**src/rtl/minimo_conditioner.sv**
```systemverilog
`default_nettype none
// ============================================================================
// minimo_conditioner : 2-FF synchronizer + debounce FSM for the minimo_2 pin,
//                      with rise/fall strobes and a wrapping rise counter.
// Revision 1.0
// ============================================================================
module minimo_conditioner #(
  parameter int DEBOUNCE_CYCLES = 4,
  parameter int CNT_WIDTH       = 8
) (
  input  logic                 clk,
  input  logic                 rst,
  input  logic                 din,
  input  logic                 clr,
  output logic                 level,
  output logic                 rise,
  output logic                 fall,
  output logic [CNT_WIDTH-1:0] count,
  output logic                 overflow
);

  localparam int DCNT_W = (DEBOUNCE_CYCLES > 2) ? $clog2(DEBOUNCE_CYCLES) : 1;
  localparam logic [DCNT_W-1:0]    c_DCNT_LAST = DCNT_W'(DEBOUNCE_CYCLES - 1);
  localparam logic [DCNT_W-1:0]    c_DCNT_ONE  = DCNT_W'(1);
  localparam logic [CNT_WIDTH-1:0] c_CNT_MAX   = {CNT_WIDTH{1'b1}};
  localparam logic [CNT_WIDTH-1:0] c_CNT_ONE   = CNT_WIDTH'(1);

  typedef enum logic [1:0] {
    STABLE_LOW  = 2'd0,
    WAIT_HIGH   = 2'd1,
    STABLE_HIGH = 2'd2,
    WAIT_LOW    = 2'd3
  } state_t;

  logic                 sync1_q, sync1_d;
  logic                 sync2_q, sync2_d;
  state_t               state_q, state_d;
  logic [DCNT_W-1:0]    dcnt_q, dcnt_d;
  logic                 level_q, level_d;
  logic                 rise_q, rise_d;
  logic                 fall_q, fall_d;
  logic [CNT_WIDTH-1:0] count_q, count_d;
  logic                 overflow_q, overflow_d;
  logic [CNT_WIDTH-1:0] count_base;
  logic                 overflow_base;

  always_ff @(posedge clk) begin
    if (rst) begin
      sync1_q    <= 1'b0;
      sync2_q    <= 1'b0;
      state_q    <= STABLE_LOW;
      dcnt_q     <= '0;
      level_q    <= 1'b0;
      rise_q     <= 1'b0;
      fall_q     <= 1'b0;
      count_q    <= '0;
      overflow_q <= 1'b0;
    end else begin
      sync1_q    <= sync1_d;
      sync2_q    <= sync2_d;
      state_q    <= state_d;
      dcnt_q     <= dcnt_d;
      level_q    <= level_d;
      rise_q     <= rise_d;
      fall_q     <= fall_d;
      count_q    <= count_d;
      overflow_q <= overflow_d;
    end
  end

  always_comb begin
    sync1_d = din;
    sync2_d = sync1_q;
  end

  // dcnt counts consecutive synchronized samples that disagree with level.
  always_comb begin
    state_d = state_q;
    dcnt_d  = dcnt_q;
    level_d = level_q;
    rise_d  = 1'b0;
    fall_d  = 1'b0;
    case (state_q)
      STABLE_LOW: begin
        if (sync2_q) begin
          state_d = WAIT_HIGH;
          dcnt_d  = c_DCNT_ONE;
        end
      end
      WAIT_HIGH: begin
        if (!sync2_q) begin
          state_d = STABLE_LOW;
          dcnt_d  = '0;
        end else if (dcnt_q == c_DCNT_LAST) begin
          state_d = STABLE_HIGH;
          dcnt_d  = '0;
          level_d = 1'b1;
          rise_d  = 1'b1;
        end else begin
          dcnt_d = dcnt_q + c_DCNT_ONE;
        end
      end
      STABLE_HIGH: begin
        if (!sync2_q) begin
          state_d = WAIT_LOW;
          dcnt_d  = c_DCNT_ONE;
        end
      end
      WAIT_LOW: begin
        if (sync2_q) begin
          state_d = STABLE_HIGH;
          dcnt_d  = '0;
        end else if (dcnt_q == c_DCNT_LAST) begin
          state_d = STABLE_LOW;
          dcnt_d  = '0;
          level_d = 1'b0;
          fall_d  = 1'b1;
        end else begin
          dcnt_d = dcnt_q + c_DCNT_ONE;
        end
      end
      default: begin
        state_d = STABLE_LOW;
        dcnt_d  = '0;
      end
    endcase
  end

  // Clear is applied before a coincident rise is counted.
  always_comb begin
    count_base    = clr ? '0 : count_q;
    overflow_base = clr ? 1'b0 : overflow_q;
    count_d       = count_base;
    overflow_d    = overflow_base;
    if (rise_d) begin
      count_d = count_base + c_CNT_ONE;
      if (count_base == c_CNT_MAX) begin
        overflow_d = 1'b1;
      end
    end
  end

  assign level    = level_q;
  assign rise     = rise_q;
  assign fall     = fall_q;
  assign count    = count_q;
  assign overflow = overflow_q;

endmodule
`default_nettype wire

```
**config.mk**
```make
export PLATFORM = sky130hd
export DESIGN_NAME = minimo_conditioner
export DESIGN_NICKNAME = d
export VERILOG_FILES = /design/src/rtl/minimo_conditioner.sv
export SDC_FILE = /design/constraint.sdc
export NUM_CORES = 1
export LEC_CHECK = 0
export ABC_AREA = 1
export CORE_MARGIN = 2
export CORE_UTILIZATION = 45
export DETAILED_ROUTE_END_ITERATION = 10
export HOLD_SLACK_MARGIN = 0.1
export PLACE_DENSITY = 0.7
export SETUP_SLACK_MARGIN = 0.2
export SLEW_MARGIN = 20
export SYNTH_ARGS = -nofsm -noshare
export SYNTH_HDL_FRONTEND = slang
export SYNTH_SLANG_ARGS = --single-unit
```
**constraint.sdc**
```tcl
create_clock -name clk -period 1.45 [get_ports clk]
set_clock_uncertainty 0.15 [all_clocks]
set_input_delay 0.29 -clock clk [delete_from_list [all_inputs] [get_ports clk]]
set_output_delay 0.29 -clock clk [all_outputs]
set_load 0.01 [all_outputs]
```
==> run summary, run 1 <==
status: finished clean
Routed WL per cell: 11.08 um
clk sinks: 18
Iter 0 DRT Violations: 8
Final Hold Vio Count: 0
Nets: 151
placer congestion estimate: 0.7678
register area share after synthesis: 41.08%
PortBufs: 15
max-cap check violation count: 0
Reg power frac: 57.8%
final total power: 865.8 uW
root buffer cell: clkbuf_4
CTS Buf Count: 3
Clock Latency Late Sink: 0.30 ns
Worst Tran Pin Value: 0.2763 ns
RSZ-0062 raised after global routing: true
final setup margin: 0.1248 ns
Int Pwr: 672.9 uW
worst setup path start: dcnt_q[0]
Peak Freq: 754.6 MHz
Synth cell types: 23
pre-CTS setup slack: -0.3347 ns
clock power share: 36.1%
crit path DAT: 1.41 ns
Total Routing Usage GR: 18.97%
clock tree buffer depth: 2
Syn Area/Cell: 7.762 um2
Mapped Nets: 119
H-tree depth: 1
Final period util: 91.39%
CP Max Fanout: 4
R2R Path Start: dcnt_q[0]
Design Area, Final: 1224 um2
first-pass GRT wire length: 2939 um
min-delay worst type: flip-flop to flip-flop
placed cell area: 1125 um2
Clock transition at path regs: 0.10 ns
CTS tree: done
largest net degree at the start of global routing: 11
Vias: 811
height of the die: 48.15 um
Setup crit end kind: flip-flop
Comb power frac: 6.1%
minimum clock period: 1.325 ns
Die Area: 2318 um2
antenna violations before repair: 0
Peak VDD IR: 494.7 uV
Ys Warns: 0
remaining routing DRC violations: 0
CP Class: flip-flop to flip-flop
Initial Utilization: 49.19%
Worst Path Required: 1.53 ns
Rows: 15
post-layout util: 68.63%
overall routed net length: 1872 um
global route total overflow: 0
antenna viol nets, final: 0
n_diodes: 0
sw power: 192.9 uW
synthesis-to-finish area growth: 39.51%
Initial DRT Pass Iterations: 4
fin. max-slew vios: 0
R2R Setup Slk: 0.12 ns
Syn Std Cell Area: 877.1 um2
sw frac: 22.28%
Post-Syn Instances: 113
end of the worst register-to-register path: overflow
R2R depth: 7
PD cells: 707.6 nW/um2
DR vias/cell: 4.799
worst setup path end: overflow
leakage power: 0.5905 nW
Ports: 16
relative slew slack: 81.56%
chip width: 48.15 um
worst hold slack: 0.2527 ns
final setup fails: 0
core area: 1783 um2
share of cells above drive strength 1: 50.00%
final-layout fill cell count: 148
DP Wirelength: 1353 um
area of the multi-input gates: 500.5 um2
Reg area: 381.6 um2
flop and latch count out of synthesis: 18
vias in the first global route: 722
CP Launch Type: flip-flop
## Yosys cell counts, drive strengths merged
cell type / instances / area, um2
a21oi: 9 / 45.04
and3: 1 / 7.510
buf: 1 / 5.000
clkinv: 1 / 8.760
dfxtp: 18 / 360.4
ha: 2 / 25.02
inv: 17 / 66.32
nand2: 19 / 100.1
nand3: 10 / 55.05
nand4: 1 / 21.27
nor2: 27 / 140.1
nor3: 1 / 5.000
nor3b: 1 / 12.51
o21ai: 5 / 25.02
## metal layers
metal / wire length [um] / vias to the layer above / global-route usage (%)
li1: - / 415 / -
met1: 724 / 375 / 18.96
met2: 1011 / 16 / 35.00
met3: 104 / 5 / 6.667
met4: 32 / 0 / 8.108
met5: 0 / - / 0
## power groups by stage
stage	combinational, mW	sequential, mW	clock (mW)
after global placement	0.0487	0.512	0
after detailed placement	0.0507	0.513	0
after floorplan	0.0262	0.512	0
final	0.0528	0.501	0.312
after global routing	0.0580	0.502	0.341
after CTS	0.0503	0.501	0.319
## sequential cells by signal, summed over array words and instances, names as in the netlist, named ones only
register  flops
dcnt_q        2
overflow      1
sync2_q       1
sync1_q       1
count         8
fall          1
rise          1
level         1
state_q       1
## through the flow
stage	TNS [ns]	instances
after CTS	0	167
after global routing	0	169
final	0	169
after floorplan	0	113
after detailed placement	-2.431	160
after global placement	-2.073	160
## cells by family (layout without fill, tap and decap cells)
kind of cell	after synthesis	in the layout	share of synthesized area, %
AOI/OAI and AO/OA	14	14	7.988
adders and majority gates	2	2	2.853
buffers and inverters	19	50	9.130
DFF	18	18	41.08
and+or+nand+nor	60	60	38.94
## area by class of cell
| cell class | instances | area share [%] |
|---|---|---|
| Clock buffer | 4 | 2.965 |
| Timing Repair Buffer | 28 | 16.26 |
| Inverter | 18 | 6.135 |
| Sequential cell | 18 | 31.19 |
| Tap cell | 25 | 2.556 |
| Multi-Input combinational cell | 76 | 40.90 |
## placed cells by master, fill, tap and decap left out, drive strengths merged
cell type	Yosys	final
a21oi	9	9
clkinv	1	1
o21ai	5	5
clkdlybuf4s50	0	2
clkbuf	0	5
dfxtp	18	18
and3	1	1
nand2	19	19
nor3b	1	1
nand4	1	1
nand3	10	10
buf	1	25
ha	2	2
inv	17	17
nor3	1	1
nor2	27	27
## worst min path at each step
stage                     endpoint  depth (start not counted)    start
after global placement     sync2_q                          2  sync1_q
final                      sync2_q                          2  sync1_q
after CTS                  sync2_q                          2  sync1_q
after floorplan            sync2_q                          2  sync1_q
after global routing       sync2_q                          2  sync1_q
after detailed placement   sync2_q                          2  sync1_q
## worst max-delay path: stages, from the launching register on
cell and delay, ns:
dfxtp_4 0.38, ha_4 0.14, nand2_4 0.07, clkinv_4 0.08, nand2_8 0.07, nor2_4 0.14, nand3_2 0.06, a21oi_1 0.15
## repair_timing
item / in CTS / in global routing
setup buffers: 3 / 2
endpoints found under the hold margin: 0 / 0
endpoints found under the setup margin: 21 / 15
gates resized for setup: 64 / 14
pin swaps: 6 / 5
hold buffers: 0 / 0
Note: power is estimated with default switching activity, not from simulation.
==> run 2, diff against run 1 <==
--- a/config.mk
+++ b/config.mk
@@ -9,9 +9,9 @@
 export CORE_MARGIN = 2
 export CORE_UTILIZATION = 45
 export DETAILED_ROUTE_END_ITERATION = 10
-export HOLD_SLACK_MARGIN = 0.1
 export PLACE_DENSITY = 0.7
 export SETUP_SLACK_MARGIN = 0.2
+export SKIP_LAST_GASP = 1
 export SLEW_MARGIN = 20
 export SYNTH_ARGS = -nofsm -noshare
 export SYNTH_HDL_FRONTEND = slang
==> results of run 2 <==
No change in the layout: final DEF, timing and power equal those of run 1.
==> run 3, diff against run 2 <==
--- a/config.mk
+++ b/config.mk
@@ -6,6 +6,7 @@
 export NUM_CORES = 1
 export LEC_CHECK = 0
 export ABC_AREA = 1
+export ABC_CLOCK_PERIOD_IN_PS = 1450
 export CORE_MARGIN = 2
 export CORE_UTILIZATION = 45
 export DETAILED_ROUTE_END_ITERATION = 10
==> results of run 3 <==
No change in the layout: final DEF, timing and power equal those of run 1.
